==> config.mk <==
export PLATFORM = sky130hd
export DESIGN_NAME = multicycle_control
export DESIGN_NICKNAME = d
export VERILOG_FILES = /design/src/rtl/mips_pkg.sv /design/src/rtl/alu_decoder.sv /design/src/rtl/multicycle_control.sv
export SDC_FILE = /design/constraint.sdc
export NUM_CORES = 1
export LEC_CHECK = 0
export ABC_AREA = 1
export CAP_MARGIN = 0
export CORE_ASPECT_RATIO = 0.9
export CORE_MARGIN = 4
export CORE_UTILIZATION = 34
export CTS_CLUSTER_DIAMETER = 150
export CTS_CLUSTER_SIZE = 20
export DETAILED_ROUTE_END_ITERATION = 16
export PLACE_DENSITY = 0.79
export SYNTH_ARGS = -nofsm -noshare
export SYNTH_HDL_FRONTEND = slang
export SYNTH_HIERARCHICAL = 1
export SYNTH_SLANG_ARGS = --single-unit
==> constraint.sdc <==
create_clock -name CLK -period 0.9 [get_ports CLK]
set_input_delay 0.09 -clock CLK [delete_from_list [all_inputs] [get_ports CLK]]
set_output_delay 0.09 -clock CLK [all_outputs]
set_load 0.005 [all_outputs]
==> src/rtl/mips_pkg.sv <==
// Shared encodings for the multicycle MIPS control path and its ALU.
package mips_pkg;

  localparam int unsigned OPCODE_W = 6;
  localparam int unsigned FUNCT_W  = 6;
  localparam int unsigned ALUOP_W  = 4;
  localparam int unsigned STATE_W  = 4;

  // Control FSM states; the encoding is also exported on the State debug port.
  typedef enum logic [STATE_W-1:0] {
    S_FETCH   = 4'd0,
    S_DECODE  = 4'd1,
    S_MEMADR  = 4'd2,
    S_MEMRD   = 4'd3,
    S_MEMWB   = 4'd4,
    S_MEMWR   = 4'd5,
    S_EXECUTE = 4'd6,
    S_ALUWB   = 4'd7,
    S_BRANCH  = 4'd8,
    S_ADDIEX  = 4'd9,
    S_ADDIWB  = 4'd10,
    S_JUMP    = 4'd11
  } state_t;

  // Opcode field values (IR[31:26]).
  localparam logic [OPCODE_W-1:0] OP_RTYPE = 6'b000000;
  localparam logic [OPCODE_W-1:0] OP_LW    = 6'b100011;
  localparam logic [OPCODE_W-1:0] OP_SW    = 6'b101011;
  localparam logic [OPCODE_W-1:0] OP_BEQ   = 6'b000100;
  localparam logic [OPCODE_W-1:0] OP_ADDI  = 6'b001000;
  localparam logic [OPCODE_W-1:0] OP_J     = 6'b000010;

  // Funct field values for R-type (IR[5:0]).
  localparam logic [FUNCT_W-1:0] FN_ADD = 6'b100000;
  localparam logic [FUNCT_W-1:0] FN_SUB = 6'b100010;
  localparam logic [FUNCT_W-1:0] FN_AND = 6'b100100;
  localparam logic [FUNCT_W-1:0] FN_OR  = 6'b100101;
  localparam logic [FUNCT_W-1:0] FN_XOR = 6'b100110;
  localparam logic [FUNCT_W-1:0] FN_NOR = 6'b100111;
  localparam logic [FUNCT_W-1:0] FN_SLT = 6'b101010;

  // ALU operation codes, identical on both sides of the ALU interface.
  typedef enum logic [ALUOP_W-1:0] {
    ALU_ADD = 4'b0000,
    ALU_SUB = 4'b0010,
    ALU_AND = 4'b0100,
    ALU_OR  = 4'b0101,
    ALU_XOR = 4'b0110,
    ALU_NOR = 4'b0111,
    ALU_SLT = 4'b1010
  } aluop_t;

  // Datapath mux select values.
  localparam logic [1:0] SRCB_B      = 2'b00;
  localparam logic [1:0] SRCB_FOUR   = 2'b01;
  localparam logic [1:0] SRCB_IMM    = 2'b10;
  localparam logic [1:0] SRCB_IMM_SH = 2'b11;

  localparam logic [1:0] PCSRC_ALU    = 2'b00;
  localparam logic [1:0] PCSRC_ALUOUT = 2'b01;
  localparam logic [1:0] PCSRC_JUMP   = 2'b10;

  // Full control word produced by the FSM each cycle.
  typedef struct packed {
    logic       iord;
    logic       memwrite;
    logic       irwrite;
    logic       pcwrite;
    logic       branch;
    logic       regdst;
    logic       memtoreg;
    logic       regwrite;
    logic       alusrca;
    logic [1:0] alusrcb;
    logic [1:0] pcsrc;
    aluop_t     aluop;
    logic       illegal;
  } ctrl_t;

endpackage

==> src/rtl/alu_decoder.sv <==
// Combinational R-type Funct decode to ALU operation plus legality flag.
module alu_decoder
  import mips_pkg::*;
(
  input  logic [FUNCT_W-1:0] funct,
  output aluop_t             aluop,
  output logic               legal
);

  // Map each supported Funct to its ALU code; anything else is flagged illegal.
  always_comb begin
    aluop = ALU_ADD;
    legal = 1'b1;
    case (funct)
      FN_ADD:  aluop = ALU_ADD;
      FN_SUB:  aluop = ALU_SUB;
      FN_AND:  aluop = ALU_AND;
      FN_OR:   aluop = ALU_OR;
      FN_XOR:  aluop = ALU_XOR;
      FN_NOR:  aluop = ALU_NOR;
      FN_SLT:  aluop = ALU_SLT;
      default: legal = 1'b0;
    endcase
  end

endmodule

==> src/rtl/multicycle_control.sv <==
// Moore control FSM for the multicycle MIPS datapath.
module multicycle_control
  import mips_pkg::*;
(
  input  logic                CLK,
  input  logic                RESET,
  input  logic [OPCODE_W-1:0] Opcode,
  input  logic [FUNCT_W-1:0]  Funct,
  input  logic                Z,
  output logic                IorD,
  output logic                MemWrite,
  output logic                IRWrite,
  output logic                PCEn,
  output logic                RegDst,
  output logic                MemtoReg,
  output logic                RegWrite,
  output logic                ALUSrcA,
  output logic [1:0]          ALUSrcB,
  output logic [1:0]          PCSrc,
  output logic [ALUOP_W-1:0]  ALUOp,
  output logic                Illegal,
  output logic [STATE_W-1:0]  State
);

  state_t state_q;
  state_t state_d;
  ctrl_t  ctrl;
  aluop_t fn_aluop;
  logic   fn_legal;

  alu_decoder u_alu_decoder (
    .funct (Funct),
    .aluop (fn_aluop),
    .legal (fn_legal)
  );

  // State register; reset parks the machine in FETCH.
  always_ff @(posedge CLK or posedge RESET) begin
    if (RESET) begin
      state_q <= S_FETCH;
    end else begin
      state_q <= state_d;
    end
  end

  // Next-state selection and control word decode from the current state.
  always_comb begin
    state_d    = state_q;
    ctrl       = '0;
    ctrl.aluop = ALU_ADD;
    case (state_q)
      S_FETCH: begin
        ctrl.irwrite = 1'b1;
        ctrl.pcwrite = 1'b1;
        ctrl.alusrcb = SRCB_FOUR;
        state_d      = S_DECODE;
      end
      S_DECODE: begin
        // Branch target is computed speculatively into ALUOut here.
        ctrl.alusrcb = SRCB_IMM_SH;
        case (Opcode)
          OP_LW, OP_SW: state_d = S_MEMADR;
          OP_RTYPE: begin
            if (fn_legal) begin
              state_d = S_EXECUTE;
            end else begin
              ctrl.illegal = 1'b1;
              state_d      = S_FETCH;
            end
          end
          OP_BEQ:  state_d = S_BRANCH;
          OP_ADDI: state_d = S_ADDIEX;
          OP_J:    state_d = S_JUMP;
          default: begin
            ctrl.illegal = 1'b1;
            state_d      = S_FETCH;
          end
        endcase
      end
      S_MEMADR: begin
        ctrl.alusrca = 1'b1;
        ctrl.alusrcb = SRCB_IMM;
        state_d      = (Opcode == OP_SW) ? S_MEMWR : S_MEMRD;
      end
      S_MEMRD: begin
        ctrl.iord = 1'b1;
        state_d   = S_MEMWB;
      end
      S_MEMWB: begin
        ctrl.memtoreg = 1'b1;
        ctrl.regwrite = 1'b1;
        state_d       = S_FETCH;
      end
      S_MEMWR: begin
        ctrl.iord     = 1'b1;
        ctrl.memwrite = 1'b1;
        state_d       = S_FETCH;
      end
      S_EXECUTE: begin
        ctrl.alusrca = 1'b1;
        ctrl.alusrcb = SRCB_B;
        ctrl.aluop   = fn_aluop;
        state_d      = S_ALUWB;
      end
      S_ALUWB: begin
        ctrl.regdst   = 1'b1;
        ctrl.regwrite = 1'b1;
        state_d       = S_FETCH;
      end
      S_BRANCH: begin
        ctrl.alusrca = 1'b1;
        ctrl.aluop   = ALU_SUB;
        ctrl.pcsrc   = PCSRC_ALUOUT;
        ctrl.branch  = 1'b1;
        state_d      = S_FETCH;
      end
      S_ADDIEX: begin
        ctrl.alusrca = 1'b1;
        ctrl.alusrcb = SRCB_IMM;
        state_d      = S_ADDIWB;
      end
      S_ADDIWB: begin
        ctrl.regwrite = 1'b1;
        state_d       = S_FETCH;
      end
      S_JUMP: begin
        ctrl.pcsrc   = PCSRC_JUMP;
        ctrl.pcwrite = 1'b1;
        state_d      = S_FETCH;
      end
      default: state_d = S_FETCH;
    endcase
  end

  // Drive ports from the control word; Z=0 means the beq operands matched.
  assign IorD     = ctrl.iord;
  assign MemWrite = ctrl.memwrite;
  assign IRWrite  = ctrl.irwrite;
  assign PCEn     = ctrl.pcwrite | (ctrl.branch & ~Z);
  assign RegDst   = ctrl.regdst;
  assign MemtoReg = ctrl.memtoreg;
  assign RegWrite = ctrl.regwrite;
  assign ALUSrcA  = ctrl.alusrca;
  assign ALUSrcB  = ctrl.alusrcb;
  assign PCSrc    = ctrl.pcsrc;
  assign ALUOp    = ctrl.aluop;
  assign Illegal  = ctrl.illegal;
  assign State    = state_q;

endmodule

==> metrics.csv <==
stage,metric,value,unit
outcome,status,"complete, but fails checks",
outcome,violations,setup timing,
power_and_ir_drop,p_switching,0.00165,W
clocking,clkLatencyLatePin,0.26,ns
synthesis,yosys.area_share.simple,61.1,%
final_layout,fin_cells,235,
setup_path,crit_arrival,1.61,ns
routing,vias,1416,
synthesis,synth_fp_nets,144,
sta,finalSetupViolCount,25,
grt,antenna_found_initial,0,
synthesis,synth_compound_area_share,3.56,%
grt,overflow,0,
job,max_cap_violations,0,
final_layout,multi_input_area,624,um2
sta,fin_crit,1.70,ns
synthesis,async_flop_share,100,%
floorplan,initial_utilization,36.9,%
synthesis,synth-xor-area-share,0,%
grt,track_usage,31.4,%
clocking,clock-sinks,4,
power_and_ir_drop,power.ir.vdd_worst,1.63,mV
final_layout,final_layout_size_suffix_gt1_share,57.8,%
setup_path,r2r_end,State[2],
power_and_ir_drop,comb_power_share,81.9,%
synthesis,synth-edff-count,0,
synthesis,synth_most_common_cell,inv_1,
setup_path,r2r_slack,-0.55,ns
clocking,path_clk_slew,0.05,ns
synthesis,synthCells,129,
clocking,cts_inserted_buffers,3,
setup_path,cp_data_required_time,0.81,ns
sta,drv_slew,0,
routing,routedWlPerCell,22.1,um
sta,relSlewSlack,84.3,%
final_layout,synthToLayoutAreaGrowth,157,%
setup_path,end_kind,primary output,
setup_path,start_kind,input pin,
floorplan,die_h,48.9,um
final_layout,n_fill_cell,49,
power_and_ir_drop,p_clk_share,7.8,%
floorplan,ioPinCount,36,
sta,finClkSkew,0.00282,ns
power_and_ir_drop,power_density,2130,mW/mm2
sta,fmax,588,MHz
final_layout,finalNetCount,228,
sta,worst_pin_slew,0.235,ns
power_and_ir_drop,swShare,47.8,%
clocking,ctsHoldBuffers,0,
setup_path,path_cells,"dlygate4sd2_1, inv_1, nor2_4, nand3_1, nand2_1, nor2_1, nand2_1, nand2_1, nand2_1, nor2_1, buf_2",
routing,drc,0,
synthesis,synth_top_family_by_area,simple AND/OR/NAND/NOR gates,
clocking,cts_tree,yes,
synthesis,seq_area_frac_synth,15.8,%
placement,dp.cells,211,
power_and_ir_drop,p_int,0.00180,W
grt,grt_max_degree,6,
synthesis,synth_top_area_cell,inv_1,
setup_path,ff2ff_path_depth,7,
synthesis,yosys.area_share.adder,0,%
synthesis,netlist_top_cells_area,"inv_1 19%, nor2_1 18%, nand2_1 17%, dfrtp_1 16%, nand3_1 14%",
sta,fin_crit_sh,189,%
grt,grt_pass1_wl,6.03,mm
setup_path,path_class,input pin to primary output,
final_layout,postLayoutCoreUtil,94.6,%
routing,drt_first_iter_violations,135,
sta,rsz0062_at_grt,yes,
grt,grt_pass1_vias,1264,
final_layout,antenna_cells,0,
final_layout,regArea,104,um2
sta,finalHoldViolations,0,
synthesis,yosys-top-cells-count,"32 x inv_1, 31 x nor2_1, 28 x nand2_1, 18 x nand3_1",
sta,fin_ws,-0.800,ns
placement,dp_hpwl,1.78,mm
clocking,clock_path_buffers,2,
synthesis,syn_area,633,um2
routing,drt-pass1-iter-count,13,
power_and_ir_drop,seq_power_share,10.3,%
synthesis,muxShareOfSynthArea,0,%
clocking,cts_root_buffer,clkbuf_4,
synthesis,synthFlopType,dfrtp_1,
floorplan,die-area,0.00262,mm2
placement,dpl_cell_area,0.00120,mm2
setup_path,critPathMaxStageDelay,0.28,ns
synthesis,syn_area_per_cell,4.91,um2
synthesis,synth_warnings,6,
synthesis,synth-seq-cells,4,
routing,detail-route-antenna-nets,0,
floorplan,num_rows,14,
worst_hold_path,min_path_type,input pin to async pin,
setup_path,path_max_fanout,5,
clocking,htree_levels,1,
final_layout,fin_area,0.00162,mm2
placement,pre_cts_ws,-0.965,ns
synthesis,ys_types,15,
floorplan,die_x,53.5,um
power_and_ir_drop,total_power,0.00346,W
routing,drt-total-wl,5.20,mm
routing,post_drt_via_cell_ratio,6.03,
setup_path,r2r-start,State[3],
setup_path,crit_top_cell,nand2_1,
setup_path,cp_slowest_cell,dlygate4sd2_1,
power_and_ir_drop,p_leak,0.906,nW
placement,gp_congestion,0.781,
synthesis,synth_top_area_share,19.0,%
floorplan,core_area,0.00172,mm2
final_layout,largest_reg_flops,4,
placement,portBuffers,35,
power by group through the flow:
stage	clock (W)	combinational [W]	sequential (W)
final	0.000270	0.00283	0.000357
after global placement	0	0.00150	0.000306
after CTS	0.000223	0.00221	0.000331
after global routing	0.000279	0.00296	0.000364
after floorplan	0	0.000565	0.000302
after detailed placement	0	0.00154	0.000311
cell type report:
cell class              instances  share of cell area [%]
clock buffers                   3                    1.39
inverters                      33                    8.40
multi-input cells              92                    38.4
flip-flops and latches          4                    6.39
well taps                      24                    1.85
repair buffers                 79                    43.5
cell usage in the layout, fill, tap and decap left out, types with 5 or more instances in the layout:
cell / synthesis / routed
nor2_1: 31 / 20
inv_2: 1 / 8
nand2_4: 0 / 6
buf_4: 0 / 22
clkdlybuf4s50_1: 0 / 8
nand3_1: 18 / 9
inv_1: 32 / 20
nand2_1: 28 / 18
inv_4: 0 / 5
buf_2: 0 / 13
nand3_2: 0 / 8
dlygate4sd2_1: 0 / 7
buf_6: 0 / 28
nor2_4: 1 / 12
critical path, delay by kind of cell:
family	cells	cell delay [ns]
buffers and inverters	3	0.56
AND/OR/NAND/NOR	8	0.96
cells by family after synthesis:
group	count (synthesis)
and+or+nand+nor	88
buffers and inverters	33
DFF	4
AOI/OAI and AO/OA	4
stage by stage:
stage               TNS [ns]  hold slack [ns]
finish                -12.46           0.0425
global route          -12.97           0.0624
CTS                    -9.69           0.0437
detailed placement    -13.82            0.290
global placement      -13.02            0.283
floorplan             -0.805           -0.144
routing by layer:
| layer | global-route usage [%] | vias up | wire length (um) |
|---|---|---|---|
| met5 | 0 | - | 0 |
| met4 | 17.0 | 0 | 601 |
| met3 | 7.65 | 68 | 770 |
| met2 | 53.1 | 172 | 2170 |
| met1 | 34.7 | 618 | 1660 |
| li1 | - | 558 | - |
worst max-delay path by stage:
stage	from	end	slack, ns	depth (start not counted)
3_3_place_gp	Funct[0]	Illegal	-0.92	10
4_1_cts	State[2]	ALUOp[2]	-0.54	7
3_5_place_dp	Funct[0]	Illegal	-0.97	10
5_1_grt	State[3]	ALUOp[2]	-0.81	7
2_1_floorplan	State[0]	PCEn	-0.14	5
6_report	Funct[2]	Illegal	-0.80	11
what timing repair did:
action                                  CTS  global route
gates resized for setup                 150            35
pin swaps                                27            13
buffers inserted                         22             4
endpoints found under the setup margin   25            25
Power figures use the tool's default switching activity.
